[config.mk]
export PLATFORM = sky130hd
export DESIGN_NAME = iram_loader
export DESIGN_NICKNAME = d
export VERILOG_FILES = /design/src/rtl/iram_loader_pkg.sv /design/src/rtl/iram_loader_byte_packer.sv /design/src/rtl/iram_loader.sv
export SDC_FILE = /design/constraint.sdc
export NUM_CORES = 1
export LEC_CHECK = 0
export CORE_MARGIN = 2
export CORE_UTILIZATION = 48
export DETAILED_ROUTE_END_ITERATION = 10
export DONT_BUFFER_PORTS = 1
export PLACE_DENSITY_LB_ADDON = 0.15
export SLEW_MARGIN = 20
export SYNTH_ARGS = -nofsm -noshare
export SYNTH_HDL_FRONTEND = slang
export SYNTH_SLANG_ARGS = --single-unit
[constraint.sdc]
create_clock -name clock -period 1.74 [get_ports clock]
set_input_delay 0.261 -clock clock [delete_from_list [all_inputs] [get_ports clock]]
set_output_delay 0.261 -clock clock [all_outputs]
set_load 0.02 [all_outputs]
[src/rtl/iram_loader_pkg.sv]
// Shared types and constants for the IRAM loader and its byte packer.
package iram_loader_pkg;

   localparam int BYTE_W        = 8;
   localparam int CNT_W         = 16;
   localparam int DEF_BASE_ADDR = 1024;

   typedef enum logic [2:0] {
      ST_IDLE,
      ST_LEN_HI,
      ST_LEN_LO,
      ST_DATA,
      ST_WRITE,
      ST_CHK,
      ST_FINISH
   } state_e;

   // Running image checksum: XOR of every header and data byte.
   function automatic logic [BYTE_W-1:0] xor_fold(input logic [BYTE_W-1:0] acc,
                                                  input logic [BYTE_W-1:0] b);
      return acc ^ b;
   endfunction

endpackage

[src/rtl/iram_loader_byte_packer.sv]
// Big-endian byte-to-word packer: shifts bytes in MSB first and flags the
// byte that completes a word. Independent of the IRAM so a data-RAM loader can reuse it.
module iram_loader_byte_packer
   import iram_loader_pkg::*;
#(
   parameter int WORD_W = 24
) (
   input  logic              clock,
   input  logic              reset,
   input  logic              clr_i,
   input  logic              shift_i,
   input  logic [BYTE_W-1:0] byte_i,
   output logic [WORD_W-1:0] word_o,
   output logic              complete_o
);

   localparam int NB = WORD_W / BYTE_W;
   localparam int CW = (NB > 1) ? $clog2(NB) : 1;

   logic [WORD_W-1:0] word_q, word_d;
   logic [CW-1:0]     cnt_q, cnt_d;
   logic              last_s;

   assign last_s     = (cnt_q == CW'(NB - 1));
   assign complete_o = shift_i & last_s;
   assign word_o     = word_q;

   // Next shift-register contents and byte position within the word.
   always_comb begin
      word_d = word_q;
      cnt_d  = cnt_q;
      if (clr_i) begin
         word_d = '0;
         cnt_d  = '0;
      end else if (shift_i) begin
         word_d = (word_q << BYTE_W) | WORD_W'(byte_i);
         cnt_d  = last_s ? CW'(0) : (cnt_q + CW'(1));
      end else begin
         word_d = word_q;
         cnt_d  = cnt_q;
      end
   end

   // Packer state; reset drops any partially assembled word.
   always_ff @(posedge clock or negedge reset) begin
      if (!reset) begin
         word_q <= '0;
         cnt_q  <= '0;
      end else begin
         word_q <= word_d;
         cnt_q  <= cnt_d;
      end
   end

endmodule

[src/rtl/iram_loader.sv]
// IRAM write-side loader: header + big-endian word stream into IRAM, holding the CPU
// in reset until a complete image lands. IRAM_LOADER_CHECKSUM_EN adds a trailing XOR byte.
module iram_loader
   import iram_loader_pkg::*;
#(
   parameter int INSTR_WIDTH = 24,
   parameter int ADDR_WIDTH  = 11,
   parameter int BASE_ADDR   = DEF_BASE_ADDR,
   parameter int MAX_WORDS   = 1024
) (
   input  logic                   clock,
   input  logic                   reset,
   input  logic                   start,
   input  logic [BYTE_W-1:0]      s_data,
   input  logic                   s_valid,
   output logic                   s_ready,
   output logic [ADDR_WIDTH-1:0]  iram_addr,
   output logic [INSTR_WIDTH-1:0] iram_wdata,
   output logic                   iram_we,
   output logic                   cpu_hold,
   output logic                   busy,
   output logic                   done,
   output logic                   error
);

   localparam logic [ADDR_WIDTH-1:0] BASE_A   = ADDR_WIDTH'(BASE_ADDR);
   localparam logic [ADDR_WIDTH-1:0] ADDR_ONE = ADDR_WIDTH'(1);
   localparam logic [CNT_W-1:0]      MAX_CNT  = CNT_W'(MAX_WORDS);

`ifdef IRAM_LOADER_CHECKSUM_EN
   localparam state_e END_ST = ST_CHK;
   logic [BYTE_W-1:0] chk_q, chk_d;
`else
   localparam state_e END_ST = ST_FINISH;
`endif

   state_e                state_q, state_d;
   logic [BYTE_W-1:0]     cnt_hi_q, cnt_hi_d;
   logic [CNT_W-1:0]      rem_q, rem_d;
   logic [ADDR_WIDTH-1:0] addr_q, addr_d;
   logic                  s_ready_q, s_ready_d;
   logic                  we_q, we_d;
   logic                  hold_q, hold_d;
   logic                  busy_q, busy_d;
   logic                  done_q, done_d;
   logic                  err_q, err_d;

   logic                  xfer_s;
   logic                  arm_s;
   logic                  shift_s;
   logic                  word_done_s;
   logic [CNT_W-1:0]      len_s;

   assign xfer_s  = s_valid & s_ready_q;
   assign arm_s   = (state_q == ST_IDLE) & start;
   assign shift_s = xfer_s & (state_q == ST_DATA);
   assign len_s   = {cnt_hi_q, s_data};

   iram_loader_byte_packer #(
      .WORD_W (INSTR_WIDTH)
   ) u_packer (
      .clock      (clock),
      .reset      (reset),
      .clr_i      (arm_s),
      .shift_i    (shift_s),
      .byte_i     (s_data),
      .word_o     (iram_wdata),
      .complete_o (word_done_s)
   );

   // Load sequencing, plus the registered-output values implied by the next state.
   always_comb begin
      state_d   = state_q;
      cnt_hi_d  = cnt_hi_q;
      rem_d     = rem_q;
      addr_d    = addr_q;
      hold_d    = hold_q;
      busy_d    = busy_q;
      done_d    = done_q;
      err_d     = err_q;
      s_ready_d = 1'b0;
      we_d      = 1'b0;

      case (state_q)
         ST_IDLE: begin
            if (start) begin
               done_d  = 1'b0;
               err_d   = 1'b0;
               busy_d  = 1'b1;
               hold_d  = 1'b1;
               addr_d  = BASE_A;
               rem_d   = '0;
               state_d = ST_LEN_HI;
            end else begin
               state_d = ST_IDLE;
            end
         end
         ST_LEN_HI: begin
            if (xfer_s) begin
               cnt_hi_d = s_data;
               state_d  = ST_LEN_LO;
            end else begin
               state_d  = ST_LEN_HI;
            end
         end
         ST_LEN_LO: begin
            if (!xfer_s) begin
               state_d = ST_LEN_LO;
            end else if (len_s == '0) begin
               state_d = END_ST;
            end else if (len_s > MAX_CNT) begin
               err_d   = 1'b1;
               busy_d  = 1'b0;
               state_d = ST_IDLE;
            end else begin
               rem_d   = len_s;
               state_d = ST_DATA;
            end
         end
         ST_DATA: begin
            if (word_done_s) begin
               state_d = ST_WRITE;
            end else begin
               state_d = ST_DATA;
            end
         end
         ST_WRITE: begin
            addr_d = addr_q + ADDR_ONE;
            rem_d  = rem_q - CNT_W'(1);
            if (rem_q == CNT_W'(1)) begin
               state_d = END_ST;
            end else begin
               state_d = ST_DATA;
            end
         end
         ST_CHK: begin
`ifdef IRAM_LOADER_CHECKSUM_EN
            if (!xfer_s) begin
               state_d = ST_CHK;
            end else if (s_data == chk_q) begin
               state_d = ST_FINISH;
            end else begin
               err_d   = 1'b1;
               busy_d  = 1'b0;
               state_d = ST_IDLE;
            end
`else
            state_d = ST_IDLE;
`endif
         end
         ST_FINISH: begin
            state_d = ST_IDLE;
         end
         default: begin
            state_d = ST_IDLE;
         end
      endcase

      // Outputs are registered, so they are decoded from the state being entered.
      case (state_d)
         ST_LEN_HI, ST_LEN_LO, ST_DATA, ST_CHK: begin
            s_ready_d = 1'b1;
         end
         ST_WRITE: begin
            we_d = 1'b1;
         end
         ST_FINISH: begin
            done_d = 1'b1;
            busy_d = 1'b0;
            hold_d = 1'b0;
         end
         default: begin
            s_ready_d = 1'b0;
            we_d      = 1'b0;
         end
      endcase
   end

   // FSM, counters and registered outputs.
   always_ff @(posedge clock or negedge reset) begin
      if (!reset) begin
         state_q   <= ST_IDLE;
         cnt_hi_q  <= '0;
         rem_q     <= '0;
         addr_q    <= BASE_A;
         s_ready_q <= 1'b0;
         we_q      <= 1'b0;
         hold_q    <= 1'b1;
         busy_q    <= 1'b0;
         done_q    <= 1'b0;
         err_q     <= 1'b0;
      end else begin
         state_q   <= state_d;
         cnt_hi_q  <= cnt_hi_d;
         rem_q     <= rem_d;
         addr_q    <= addr_d;
         s_ready_q <= s_ready_d;
         we_q      <= we_d;
         hold_q    <= hold_d;
         busy_q    <= busy_d;
         done_q    <= done_d;
         err_q     <= err_d;
      end
   end

`ifdef IRAM_LOADER_CHECKSUM_EN
   // Checksum accumulates every accepted byte of the current image.
   always_comb begin
      chk_d = chk_q;
      if (arm_s) begin
         chk_d = '0;
      end else if (xfer_s) begin
         chk_d = xor_fold(chk_q, s_data);
      end else begin
         chk_d = chk_q;
      end
   end

   // Checksum register.
   always_ff @(posedge clock or negedge reset) begin
      if (!reset) begin
         chk_q <= '0;
      end else begin
         chk_q <= chk_d;
      end
   end
`endif

   assign s_ready   = s_ready_q;
   assign iram_we   = we_q;
   assign iram_addr = addr_q;
   assign cpu_hold  = hold_q;
   assign busy      = busy_q;
   assign done      = done_q;
   assign error     = err_q;

endmodule
## After elaboration in Yosys (flattened, before gate mapping)

Cells that the tools add are included.

- Register bits: 70
- Bits of input ports: 12
- Output and inout port bits: 41
- Word-level logic and storage cells: 95

- Add/sub/neg operators: 3
- Magnitude comparators: 1
- Equal/unequal tests: 21
- Multiplexer cells: 37
- Bitwise logic cells: 5
- Reductions and logical operators: 16

Operators by type and width:

| kind | number |
|---|---|
| 2-to-1 mux 16 bit | 4 |
| 2-to-1 mux 24 bit | 2 |
| one-hot mux 16 bit (3 select lines) | 1 |
| bitwise OR 24 x 8 -> 24 bit | 1 |
| one-hot mux 11 bit (2 select lines) | 1 |
| equality test 16 x 1 -> 1 bit, second input constant | 1 |
| greater-than comparator 16 x 11 -> 1 bit, second input constant | 1 |
| logical NOT 16 bit | 1 |
| 2-to-1 mux 1 bit | 16 |
| subtractor 16 x 1 -> 16 bit, second input constant | 1 |
| one-hot mux 3 bit (5 select lines) | 1 |
| AND reduction 5 bit | 3 |
| equality test 3 x 2 -> 1 bit, second input constant | 4 |
| equality test 3 bit, second input constant | 4 |
| 2-to-1 mux 3 bit | 4 |
| adder 11 x 1 -> 11 bit, second input constant | 1 |
| 2-to-1 mux 11 bit | 1 |
| 2-to-1 mux 2 bit | 5 |
| inequality test 2 bit, second input constant | 5 |
| nonzero test 2 bit | 5 |
| inequality test 3 bit, second input constant | 3 |
| equality test 3 x 1 -> 1 bit, second input constant | 2 |
| AND reduction 2 bit | 3 |
| nonzero test 3 bit | 2 |
| other kinds (7) | 11 |

## Logic depth before layout (Yosys ltp)

- Word-level depth: 8
- Gate-level depth with buffers: 8
- Mapped depth without buffers: 7

## Modules after synthesis

From an unflattened synthesis, not the netlist that was laid out.

- Cells, all modules: 338
- Area, all modules: 3513.4 µm²

By module, submodules not included:

| module | instances | cells each | area each (µm²) | seq. area each (µm²) |
|---|---|---|---|---|
| iram_loader | 1 | 251 | 2419.8 | 1103.6 |
| iram_loader_byte_packer | 1 | 87 | 1093.5 | 650.6 |

## Least setup slack after synthesis

Ideal clock, no wire load.

- Path kind: reg2reg
- Start: register rem_q[0]
- End: register rem_q[12]
- Library setup time: 0.124 ns
- Arrival time: 1.608 ns
- Required time: 1.616 ns
- Setup slack: 0.008 ns
- Cell stages (with the launch flop): 7
- Buffers on the path: 0
- Clock period less this slack: 1.732 ns
- Path through: dfrtp_1 inv_1 ha_1 nor3b_2 nand4_1 and3_1 a211o_1

- Cells in the longest elaborated chain, start to end: 2

Ends and longest elaborated chain:

| what | line | RTL |
|---|---|---|
| start, declared | iram_loader.sv:39 | `logic [CNT_W-1:0] rem_q, rem_d;` |
| start signal, assigned | iram_loader.sv:195 | `rem_q <= rem_d;` |
| subtractor 16 x 1 -> 16 bit | iram_loader.sv:129 | `rem_d = rem_q - CNT_W'(1);` |
| one-hot mux 16 bit (3 select lines) | iram_loader.sv:84 | `case (state_q)` |

Every way passes these cells.
A chain may end at the register's enable or synchronous reset.

## Final worst setup path

- Start: register cnt_hi_q[3]
- End: register rem_q[12]

- Cells in the longest elaborated chain, start to end: 3
- Elaborated cells between the ends (all ways): 5
- Classes of those cells: order compare: 1; eq/ne: 2; reduce/logical: 2

Ends and longest elaborated chain:

| what | line | RTL |
|---|---|---|
| start, declared | iram_loader.sv:38 | `logic [BYTE_W-1:0] cnt_hi_q, cnt_hi_d;` |
| start signal, assigned | iram_loader.sv:194 | `cnt_hi_q <= cnt_hi_d;` |
| greater-than comparator 16 x 11 -> 1 bit / logical NOT 16 bit (equally long branches) | iram_loader.sv:111, iram_loader.sv:109 |  |
| inequality test 2 bit (no source line) | -- |  |
| AND reduction 5 bit (no source line) * | -- |  |

Every way passes the cells marked *; elsewhere a longest branch is shown, timed or not.

==> out/results.ini <==
[placement]
postPlaceCellArea_mm2=0.00376
place_ws_ns=-0.130
gp_congestion=0.863
port_buffers=0
place_inst=482
dp_hpwl_mm=5.66

[logic_synthesis]
syn-num-nets=372
yosysSeqAreaShare=0.518
muxShareOfSynthArea=0.0348
async_flop_share=1.00
yosys.area_share.simple=0.243
synth_top_family_by_area=simple AND/OR/NAND/NOR gates
synth.avg_cell_area_um2=9.48
synth-seq-cells=70
synth_warnings=0
synth_edf_count=0
synth-xor-area-share=0
synth.distinct_cells=51
synthCells=357
syn_area_mm2=0.00338
synth_fa_ha_area_frac=0.0111
synth_ff_type=dfrtp_1
synth_compound_area_frac=0.156

[sta]
worst_pin_slew_ns=0.373
post-route-period-util=0.985
slew_headroom=0.749
setup_viol=0
final.setup.worst_slack_ns=0.0259
fin_crit_ns=1.71
fin_hold_ws_ns=-0.397
rsz0062_at_grt=yes
skew_ns=0.0106
max_freq_ghz=0.583
slew_violations=0
final_hold_viol_count=70

[die]
start_util=0.498
num_rows=30
die_area_mm2=0.00774
chipWidth_um=88.0
num_io_pins=53
coreArea_mm2=0.00679
die_height_um=88.0

[power]
power_frac_comb=0.384
power.internal_mw=4.08
seq_power_share=0.428
ir_worst_vdd_mv=1.03
power_density_mw_per_mm2=1660
cellLeakagePower_nw=1.94
p_sw_frac=0.416
switchingPower_mw=2.91
p_clk_frac=0.188

[clock_network]
cts_buffer_depth=2
cts_made_buffers=9
clk_latency_ns=0.35
h-tree-depth=3
cts_sinks=70
cts_tree=built
clockRootBuffer=clkbuf_8
cts.clk_slew.worst_paths_ns=0.08

[finish]
n_fill_cell=562
num_antenna_cells=0
nNetsFinal=416
final_core_util=0.618
finalNonFillerCells=501
final_area_mm2=0.00420
drive_gt1_frac=0.284
final_cell_mix=69 x nand2_1, 67 x dfrtp_1, 45 x buf_4
layout_commonest_cell=nand2_1
syn2layout_area_growth_pct=24.0

[setup_path]
cp.required_ns=1.96
cp-end-kind=register
cp_slowest_cell=dfrtp_1
worstSetupPathType=reg -> reg
crit_fanout=7
crit_family=simple AND/OR/NAND/NOR gates
path_depth=5
critPathArrivalTime_ns=1.94
max_stage_delay_ns=0.41
startpoint_type=register
r2r_cells=5
crit_path_cell_trace=nor4_4 -> and3_4 -> a21oi_4 -> or2_4 -> a211o_1
cp_num_buf_inv=0

[status]
violations=negative hold slack
status=finished with violations

[global_route]
track_usage=0.227
grt_max_degree=71
grt_antenna_before_repair=0
grt_pass1_wl_mm=13.6
overflow=0
grt_pass1_vias=2783

[detailed_routing]
drt_pre_antenna_iters=4
drc_errors=0
initialDrtViolationCount=202
wire_per_inst_um=16.5
viasPerCell=5.73
ant_nets=0
postRouteWirelength_mm=8.27
vias=2871

[flow_run]
drv_cap=0

[worst_hold_path]
hold_class=in -> async

## cell type report
| type | instances | area, µm² | area share |
|---|---|---|---|
| Clock buffer | 10 | 138 | 0.0328 |
| Clock inverter | 5 | 60.1 | 0.0143 |
| Inverter | 11 | 41.3 | 0.00984 |
| Multi-Input combinational cell | 261 | 1710 | 0.408 |
| Sequential cell | 70 | 1760 | 0.418 |
| Tap cell | 96 | 120 | 0.0286 |
| Timing Repair Buffer | 48 | 372 | 0.0886 |
## Yosys cell counts, types with 3 or more instances
cell / number / area [µm²]
and3_1: 7 / 43.8
a32oi_1: 5 / 43.8
buf_2: 5 / 25.0
a21o_1: 3 / 22.5
mux2_2: 6 / 67.6
dfrtp_1: 68 / 1700
mux2i_1: 5 / 50.1
nor4_2: 4 / 50.1
nor3_1: 5 / 25.0
nor2_1: 22 / 82.6
o31ai_1: 13 / 97.6
nand2_1: 69 / 259
o21ai_1: 12 / 60.1
ha_1: 3 / 37.5
clkbuf_1: 7 / 26.3
a21oi_1: 15 / 75.1
a22oi_1: 3 / 22.5
nor3_2: 4 / 40.0
nand3_1: 36 / 180
nand4_1: 3 / 18.8
a31oi_1: 6 / 37.5
inv_1: 10 / 37.5
o21ai_0: 9 / 45.0
## sequential cells by signal (all words and copies together) (netlist names), 2 cells and up
| register | cells |
|---|---|
| cnt_hi_q | 8 |
| iram_addr | 11 |
| rem_q | 16 |
| state_q | 3 |
| u_packer.cnt_q | 2 |
| u_packer.word_o | 24 |
## through the flow
stage                     setup TNS [ns]  total power, mW  hold WS [ns]
after floorplan                        0             4.36       -0.0346
after global placement           -0.0449             5.17       -0.0327
after detailed placement          -0.598             5.21       -0.0325
after CTS                        -0.0978             6.71        -0.404
after global routing              -0.180             7.41        -0.408
final                                  0             6.99        -0.397
## power groups by stage
stage / sequential (mW) / combinational, mW / clock [mW]
2_1_floorplan: 2.90 / 1.46 / 0
3_3_place_gp: 2.94 / 2.23 / 0
3_5_place_dp: 2.95 / 2.27 / 0
4_1_cts: 2.96 / 2.42 / 1.34
5_1_grt: 3.06 / 2.94 / 1.41
6_report: 2.99 / 2.68 / 1.31
## routing by layer
metal	part of all wire	GRT usage	wire length, µm
met4	0.019	0.0937	158
met3	0.050	0.0518	416
met1	0.48	0.325	3930
met2	0.45	0.332	3760
met5	0	0	0
## cell families after synthesis
group	count (synthesis)
DFF	70
adders and majority gates	3
muxes	11
AOI/OAI and AO/OA	80
buffers and inverters	27
and+or+nand+nor	166
## repair_timing
action | 4_1_cts | 5_1_grt
cloned | 1 | 0
resized for setup | 15 | 29
setup buffers | 1 | 2
pin swaps | 9 | 8
endpoints found under the hold margin | 70 | 70
endpoints found under the setup margin | 17 | 24
## worst paths after layout
kind | from | endpoint | slack (ns)
max in group asynchronous | reset | cpu_hold | 1.94
min | reset | rem_q[0] | -0.40
max | cnt_hi_q[3] | rem_q[12] | 0.03
min reg2reg | u_packer.cnt_q[1] | u_packer.cnt_q[0] | 0.51
max reg2reg | cnt_hi_q[3] | rem_q[12] | 0.03
min in group clock | s_data[4] | u_packer.word_o[4] | 0.02
Note: power is estimated with default switching activity, not from simulation.
